==> config.mk <==
export PLATFORM = sky130hd
export DESIGN_NAME = count15_seq_monitor
export DESIGN_NICKNAME = d
export VERILOG_FILES = /design/src/rtl/count15_pkg.sv /design/src/rtl/sat_counter.sv /design/src/rtl/count15_seq_monitor.sv
export SDC_FILE = /design/constraint.sdc
export NUM_CORES = 1
export LEC_CHECK = 0
export CORE_ASPECT_RATIO = 1.25
export CORE_MARGIN = 2
export CORE_UTILIZATION = 25
export CTS_BUF_LIST = sky130_fd_sc_hd__clkbuf_4 sky130_fd_sc_hd__clkbuf_8
export DETAILED_ROUTE_END_ITERATION = 7
export PLACE_DENSITY_LB_ADDON = 0.15
export SLEW_MARGIN = 25
export SYNTH_ARGS = -nofsm -noshare
export SYNTH_HDL_FRONTEND = slang
export SYNTH_SLANG_ARGS = --single-unit
==> constraint.sdc <==
create_clock -name clk -period 2.1 [get_ports clk]
set_input_delay 0.315 -clock clk [delete_from_list [all_inputs] [get_ports clk]]
set_output_delay 0.315 -clock clk [all_outputs]
set_load 0.02 [all_outputs]
==> src/rtl/count15_pkg.sv <==
// Shared constants and state type for the counter sequence monitor.
package count15_pkg;

  localparam int Q_W_DEFAULT = 4;

  typedef enum logic {
    ACQUIRE = 1'b0,
    LOCKED  = 1'b1
  } mon_state_e;

endpackage

==> src/rtl/sat_counter.sv <==
// Saturating up-counter with synchronous reset and clear; an increment
// arriving together with a clear leaves the count at one.
module sat_counter #(
  parameter int W = 8
) (
  input  logic         clk_i,
  input  logic         reset_i,
  input  logic         clr_i,
  input  logic         inc_i,
  output logic [W-1:0] count_o
);

  logic [W-1:0] count_q;

  always_ff @(posedge clk_i) begin
    if (reset_i) begin
      count_q <= '0;
    end else if (clr_i) begin
      count_q <= inc_i ? W'(1) : '0;
    end else if (inc_i && (count_q != '1)) begin
      count_q <= count_q + W'(1);
    end
  end

  assign count_o = count_q;

endmodule

==> src/rtl/count15_seq_monitor.sv <==
// Watches a free-running mod-2**Q_W counter, locks onto a clean +1 sequence,
// counts wraps and flags out-of-sequence samples once locked.
module count15_seq_monitor
  import count15_pkg::*;
#(
  parameter int Q_W      = Q_W_DEFAULT,
  parameter int LOCK_LEN = 4,
  parameter int WRAP_W   = 16,
  parameter int ERR_W    = 8
) (
  input  logic              clk,
  input  logic              reset,
  input  logic [Q_W-1:0]    q_in,
  input  logic              q_valid,
  input  logic              q_restart,
  input  logic              clr_err,
  output logic              locked,
  output logic              wrap_pulse,
  output logic [WRAP_W-1:0] wraps,
  output logic              seq_err,
  output logic              err_sticky,
  output logic [ERR_W-1:0]  err_count,
  output logic              state_dbg
);

  localparam int RUN_W = $clog2(LOCK_LEN + 1);

  mon_state_e       state_q;
  logic             have_prev_q;
  logic [Q_W-1:0]   prev_q;
  logic [RUN_W-1:0] run_q;
  logic             locked_q;
  logic             wrap_pulse_q;
  logic             seq_err_q;
  logic             err_sticky_q;

  logic [Q_W-1:0]   exp_val;
  logic [RUN_W-1:0] run_inc;
  logic             legal;
  logic             wrap_inc;
  logic             err_inc;

  always_comb begin
    exp_val  = q_restart ? '0 : prev_q + Q_W'(1);
    legal    = (have_prev_q && (q_in == exp_val)) || (q_restart && (q_in == '0));
    run_inc  = run_q + RUN_W'(1);
    wrap_inc = 1'b0;
    err_inc  = 1'b0;
    if (q_valid && (state_q == LOCKED)) begin
      // A restart to zero is legal but is not a natural wrap.
      wrap_inc = legal && !q_restart && (prev_q == '1) && (q_in == '0);
      err_inc  = !legal;
    end
  end

  always_ff @(posedge clk) begin
    if (reset) begin
      state_q      <= ACQUIRE;
      have_prev_q  <= 1'b0;
      prev_q       <= '0;
      run_q        <= '0;
      locked_q     <= 1'b0;
      wrap_pulse_q <= 1'b0;
      seq_err_q    <= 1'b0;
      err_sticky_q <= 1'b0;
    end else begin
      wrap_pulse_q <= wrap_inc;
      seq_err_q    <= err_inc;
      if (err_inc) begin
        err_sticky_q <= 1'b1;
      end else if (clr_err) begin
        err_sticky_q <= 1'b0;
      end
      if (q_valid) begin
        prev_q      <= q_in;
        have_prev_q <= 1'b1;
        case (state_q)
          ACQUIRE: begin
            if (legal) begin
              if (run_inc == RUN_W'(LOCK_LEN)) begin
                state_q  <= LOCKED;
                locked_q <= 1'b1;
                run_q    <= '0;
              end else begin
                run_q <= run_inc;
              end
            end else if (have_prev_q) begin
              // The very first sample only seeds prev and never resets the run.
              run_q <= '0;
            end
          end
          LOCKED: begin
            if (!legal) begin
              state_q  <= ACQUIRE;
              locked_q <= 1'b0;
              run_q    <= '0;
            end
          end
          default: begin
            state_q  <= ACQUIRE;
            locked_q <= 1'b0;
            run_q    <= '0;
          end
        endcase
      end
    end
  end

  sat_counter #(.W(WRAP_W)) u_wraps (
    .clk_i   (clk),
    .reset_i (reset),
    .clr_i   (1'b0),
    .inc_i   (wrap_inc),
    .count_o (wraps)
  );

  sat_counter #(.W(ERR_W)) u_err_count (
    .clk_i   (clk),
    .reset_i (reset),
    .clr_i   (clr_err),
    .inc_i   (err_inc),
    .count_o (err_count)
  );

  assign locked     = locked_q;
  assign wrap_pulse = wrap_pulse_q;
  assign seq_err    = seq_err_q;
  assign err_sticky = err_sticky_q;
  assign state_dbg  = state_q;

endmodule

==> results of run 1 <==
==> power groups by stage <==
stage	Combinational, W	Sequential [W]	Clock, W
2_1_floorplan	0.0000810	0.000732	0
3_3_place_gp	0.000137	0.000733	0
3_5_place_dp	0.000138	0.000734	0
4_1_cts	0.000140	0.000718	0.000685
5_1_grt	0.000160	0.000719	0.000705
6_report	0.000147	0.000717	0.000659
==> layout make-up <==
class / count / share of cell area
multi-input combinational: 177 / 0.436
sequential: 37 / 0.247
timing repair buffer: 80 / 0.232
tap: 92 / 0.0380
clock buffer: 7 / 0.0297
clock inverter: 1 / 0.00991
inverter: 5 / 0.00619
==> what timing repair did <==
item                                    CTS  global route
endpoints found under the setup margin   14            19
resized for setup                         6            30
pin swaps                                 1            12
buffers inserted                          0             1
==> worst min-delay path: stages (launching register included) <==
cell	delay, ns
dfxtp_1	0.33
inv_1	0.07
a21oi_1	0.06
==> state kept, by name (all words and copies together), names as in the netlist <==
| name | flops |
|---|---|
| u_err_count.count_o | 8 |
| have_prev_q | 1 |
| state_dbg | 1 |
| wrap_pulse | 1 |
| u_wraps.count_o | 16 |
| seq_err | 1 |
| run_q | 3 |
| locked | 1 |
| prev_q | 4 |
| err_sticky | 1 |
==> placed cells by master (no fill, tap or decap), types with 3 or more instances in the layout <==
cell type        synthesis  layout
buf_4                    1      41
nor2_1                  40      39
dfxtp_1                 37      34
clkdlybuf4s50_1          0      34
xnor2_1                 18      18
nand2_1                 17      17
a21oi_1                 12       9
nand3_1                 10       9
nor4_2                   0       7
mux2i_1                  7       7
clkbuf_8                 0       6
inv_1                    5       5
o21ai_0                  6       5
nand4_1                  4       4
and3_1                   4       4
ha_1                     5       4
a21oi_2                  0       3
nand2b_1                 3       3
o21a_1                   3       3
nor4_1                  12       3
nor3_1                   4       3
==> logic make-up after synthesis <==
kind of cell	count (synthesis)	synth area share
muxes	10	0.0599
DFF	37	0.385
adders and majority gates	5	0.0325
buffers and inverters	15	0.0325
and+or+nand+nor	111	0.288
xor gates and xnor gates	22	0.107
AOI/OAI and AO/OA	29	0.0950
==> cells in the mapped netlist, drive strengths merged (4+ instances only) <==
master	instances
nor2	40
dfxtp	37
xnor2	18
nand2	17
a21oi	12
nor4	12
nand3	11
mux2i	8
clkbuf	7
o21ai	7
ha	5
inv	5
and3	4
nand4	4
nor3	4
==> metal layers <==
layer,wire length [um],vias to the layer above,GRT usage
li1,-,949,-
met1,2170,862,0.141
met2,2600,29,0.218
met3,140,7,0.0239
met4,108,0,0.0462
met5,0,-,0
==> worst min-delay path by stage <==
stage	startpoint	end	slack, ns	cells after the start
finish	locked$_SDFFE_PP0P_	locked$_SDFFE_PP0P_	0.50	2
floorplan	q_in[0]	prev_q[0]$_SDFFE_PP0P_	0.46	2
global placement	locked$_SDFFE_PP0P_	locked$_SDFFE_PP0P_	0.48	2
global route	err_sticky$_SDFFE_PP0P_	err_sticky$_SDFFE_PP0P_	0.54	2
detailed placement	locked$_SDFFE_PP0P_	locked$_SDFFE_PP0P_	0.49	2
CTS	locked$_SDFFE_PP0P_	locked$_SDFFE_PP0P_	0.51	2
==> metrics by stage <==
stage	hold slack, ns	total power (W)	utilization
2_1_floorplan	0.461	0.000813	-
3_3_place_gp	0.478	0.000871	0.368
3_5_place_dp	0.494	0.000871	0.368
4_1_cts	0.507	0.00154	0.387
5_1_grt	0.543	0.00158	0.409
6_report	0.502	0.00152	0.409
==> impl_metrics.ini, run 1 <==
[global_routing]
grt_pass1_wl_um = 7960
grt_util_all_layers = 0.122
grt_pass1_vias = 1772
grt_max_degree = 17
antenna_found_initial = 0
grt_overflow = 0

[synth]
synth_seq_cells = 37
synth_area_leaders = dfxtp_1 (39%), xnor2_1 (8.2%), nor2_1 (7.8%)
synthCells = 229
synth_edf_count = 0
yosysSeqAreaShare = 0.385
yosys.area.top_type = dfxtp_1
synthFlopType = dfxtp_1
synth_nets = 243
yosysWarnings = 0
synthArstFlopShare = 0
syn_avg_cell_area_um2 = 8.40
synth.distinct_cells = 40
synth_top_area_share = 0.385
synth_area_um2 = 1920

[timing]
finalHoldViolCount = 0
fin_ws_ns = 0.00928
layout_min_cycle_time_ns = 2.09
setup_viol = 0
tightest_slew_ns = 0.621
maxSlewViolCount = 0
fin_setup_tns_ns = 0
finalClockSkew_ns = 0.0102
relSlewSlack = 0.585
finalCritPeriodShare = 0.996
max_freq_mhz = 478
rsz0062_at_grt = true

[worst_setup_path]
required_ns = 2.33
r2r_cells = 8
endpoint = u_wraps.count_o[10]$_SDFFE_PP0P_
critPathMaxStageDelay_ns = 0.45
worst_setup_path_end_kind = register
cp_num_buf_inv = 0
worstPathMaxFanout = 5
crit_chain = ha_4 > xnor2_1 > a31oi_2 > o21ai_4 > nand3_2 > or4_4 > or3_1 > a21oi_2
path_delay_family = simple AND/OR/NAND/NOR gates
worstSetupPathType = register to register
cp_slowest_cell = or4_4
r2r_slack_ns = 0.009
crit_path_start_kind = register
startpoint = prev_q[1]$_SDFFE_PP0P_
cp.arrival_ns = 2.32
path_depth = 8
r2r-start = prev_q[1]$_SDFFE_PP0P_
regToRegEndpoint = u_wraps.count_o[10]$_SDFFE_PP0P_

[drt]
ant_nets = 0
drt_first_iter_violations = 30
drcViolationCount = 0
dr.pass1.iters = 4
vias_per_cell = 4.63
wl_per_cell_um = 12.6
vias = 1847
drt_wl_total_um = 5020

[clocking]
clock-sinks = 37
htreeDepth = 2
clk_pin_slew_ns = 0.08
hold_buffers = 0
cts_tree = yes
cts_root_buf = clkbuf_8
numCtsBuffers = 5
clk_latency_ns = 0.29
cts_max_path_buffers = 2

[floorplanning]
rows = 35
core_area_um2 = 7400
die_y_um = 102
die_w_um = 82.4
die_area_um2 = 8410
ioPinCount = 38
start_util = 0.260

[place]
portBuffers = 37
place_inst = 390
dpl.hpwl_um = 3750
place_area_um2 = 2720
pre_cts_slack_ns = -0.441
place.gp.congestion = 0.783

[pwr]
p_clk_frac = 0.433
vdd_drop_max_v = 0.000414
power_leakage_nw = 1.10
p_seq_frac = 0.471
p_sw_w = 0.000337
p_int_w = 0.00119
combPwrFrac = 0.097
pwr_density_cell_nw_per_um2 = 503
sw_frac_of_total = 0.221

[outcome]
outcome = completed

[layout]
area_growth_pct = 57.6
antenna_cells = 0
fill_cells = 767
final_nets = 320
stdcell_count = 399
fin_area_um2 = 3030
seqCellArea_um2 = 749
multi_input_area_um2 = 1320
drive_gt1_frac = 0.296

[job]
drv_cap = 0

[min_path]
min_path_type = register to register
(Power assumes the default switching activity.)
==> run 2, diff against run 1 <==
RECOVER_POWER = 50   (was not set)
==> run 2 against run 1 <==
Against the previous run: die area unchanged; maximum frequency is essentially flat; flip-flop and latch count is the same; register-to-register slack hardly changed; global-route usage unchanged; non-clock buffer count did not move; largest power group unchanged.
==> impl_metrics.ini, run 2 (synthesis gave the netlist of run 1 again) <==
[outcome]
outcome = completed

[floorplanning]
start_util = 0.260
core_area_um2 = 7400
ioPinCount = 38
die_w_um = 82.4
die_area_um2 = 8410
rows = 35
die_y_um = 102

[drt]
vias = 1842
dr_wl_met3_um = 121
drcViolationCount = 0
drt-met1-wl_um = 2180
dr.pass1.iters = 4
drt_first_iter_violations = 32
vias_per_cell = 4.62
ant_nets = 0
wl_met2_um = 2640
wl_per_cell_um = 12.6
drt_wl_total_um = 5020
highest_layer = met4

[global_routing]
grt_overflow = 0
antenna_found_initial = 0
grt_max_degree = 17
grt_util_all_layers = 0.122
grt_pass1_vias = 1772
grt_pass1_wl_um = 7960

[timing]
layout_min_cycle_time_ns = 2.09
relSlewSlack = 0.585
finalCritPeriodShare = 0.995
finalHoldViolCount = 0
tightest_slew_ns = 0.621
maxSlewViolCount = 0
rsz0062_at_grt = true
setup_viol = 0
max_freq_mhz = 478
finalClockSkew_ns = 0.0107

[worst_setup_path]
cp_common_cell = a21oi_2
path_delay_family = simple AND/OR/NAND/NOR gates
critPathMaxStageDelay_ns = 0.45
regToRegEndpoint = u_wraps.count_o[10]$_SDFFE_PP0P_
r2r-start = prev_q[0]$_SDFFE_PP0P_
worstPathMaxFanout = 5
required_ns = 2.33
crit_path_start_kind = register
worst_setup_path_end_kind = register
cp_num_buf_inv = 0
r2r_cells = 8
cp_slowest_cell = or4_4
cp.arrival_ns = 2.32
r2r_slack_ns = 0.01
worstSetupPathType = register to register
startpoint = prev_q[0]$_SDFFE_PP0P_
crit_chain = ha_4 > nor2b_4 > a21oi_2 > o21ai_4 > nand3_2 > or4_4 > or3_1 > a21oi_2

[min_path]
hold_start = locked$_SDFFE_PP0P_
min_path_type = register to register
hold_end = locked$_SDFFE_PP0P_
hold_depth = 2

[pwr]
pwr_density_cell_nw_per_um2 = 503
power_leakage_nw = 1.18
combPwrFrac = 0.096
total_power_w = 0.00152
vdd_drop_max_v = 0.000415
p_clk_frac = 0.433
sw_frac_of_total = 0.222
p_seq_frac = 0.471
p_int_w = 0.00118
p_sw_w = 0.000338

[clocking]
htreeDepth = 2
numCtsBuffers = 5
cts_tree = yes
clk_pin_slew_ns = 0.08
cts_root_buf = clkbuf_8
clk_latency_ns = 0.29
cts_max_path_buffers = 2
clock-sinks = 37

[place]
dpl.hpwl_um = 3750
portBuffers = 37
place.gp.congestion = 0.783
place_inst = 390

[layout]
antenna_cells = 0
final_nets = 320
layout_common_cells = buf_4 (40), nor2_1 (39), dfxtp_1 (34), dlygate4sd3_1 (26), xnor2_1 (18)
area_growth_pct = 57.4
stdcell_count = 399
largest_reg_flops = 16
drive_gt1_frac = 0.293
final_common_cell = buf_4

[job]
drv_cap = 0
run 2: changes by cell type in the layout (fill, tap and decap cells not counted), sizes merged:
cell,before,now
dlygate4sd3,0,26
clkdlybuf4s50,34,8
buf,43,42
clkbuf,7,8
run 2: worst max path at each step:
stage | to | depth (start not counted)
detailed placement | u_wraps.count_o[10]$_SDFFE_PP0P_ | 7
global route | u_wraps.count_o[10]$_SDFFE_PP0P_ | 8
global placement | u_wraps.count_o[14]$_SDFFE_PP0P_ | 7
CTS | u_err_count.count_o[4]$_SDFFE_PP0P_ | 9
finish | u_wraps.count_o[10]$_SDFFE_PP0P_ | 8
floorplan | u_wraps.count_o[10]$_SDFFE_PP0P_ | 8
run 2: layer usage:
layer  global-route usage  vias up
li1                     -      950
met1                0.141      864
met3               0.0239        4
met5                    0        -
met4               0.0462        0
met2                0.218       24
run 2: cell type report:
cell class / count / area [um^2]
fillers: 769 / 4370
multi-input cells: 177 / 1320
flip-flops and latches: 37 / 749
repair buffers: 80 / 701
well taps: 92 / 115
clock buffers: 7 / 90.1
clock inverters: 1 / 30.0
inverters: 5 / 18.8
run 2: repair_timing:
| action | in CTS | in global routing |
|---|---|---|
| gates cloned | 0 | 0 |
| gates resized for setup | 6 | 30 |
| pin swaps | 1 | 12 |
| endpoints found under the setup margin | 14 | 19 |
| hold buffers | 0 | 0 |
| buffers inserted | 0 | 1 |
run 2: worst min-delay path, delay by kind of cell (launching register included):
family | cells | cell delay, ns
buf+inv | 1 | 0.07
compound gates | 1 | 0.06
flops | 1 | 0.33
run 2: power groups by stage:
stage / registers [W] / clock network [W] / logic (W)
global route: 0.000719 / 0.000705 / 0.000159
detailed placement: 0.000734 / 0 / 0.000138
CTS: 0.000718 / 0.000685 / 0.000140
global placement: 0.000733 / 0 / 0.000137
floorplan: 0.000732 / 0 / 0.0000810
finish: 0.000717 / 0.000660 / 0.000146
run 2: stage by stage:
step | area [um^2] | setup WS, ns | TNS, ns | util | hold slack [ns]
6_report | 3030 | 0.00992 | 0 | 0.409 | 0.500
5_1_grt | 3030 | -0.0899 | -0.353 | 0.409 | 0.538
4_1_cts | 2870 | -0.0502 | -0.189 | 0.387 | 0.507
3_5_place_dp | 2720 | -0.441 | -8.19 | 0.368 | 0.494
3_3_place_gp | 2720 | -0.400 | -7.68 | 0.368 | 0.478
2_1_floorplan | 1970 | 0.0201 | 0 | - | 0.461
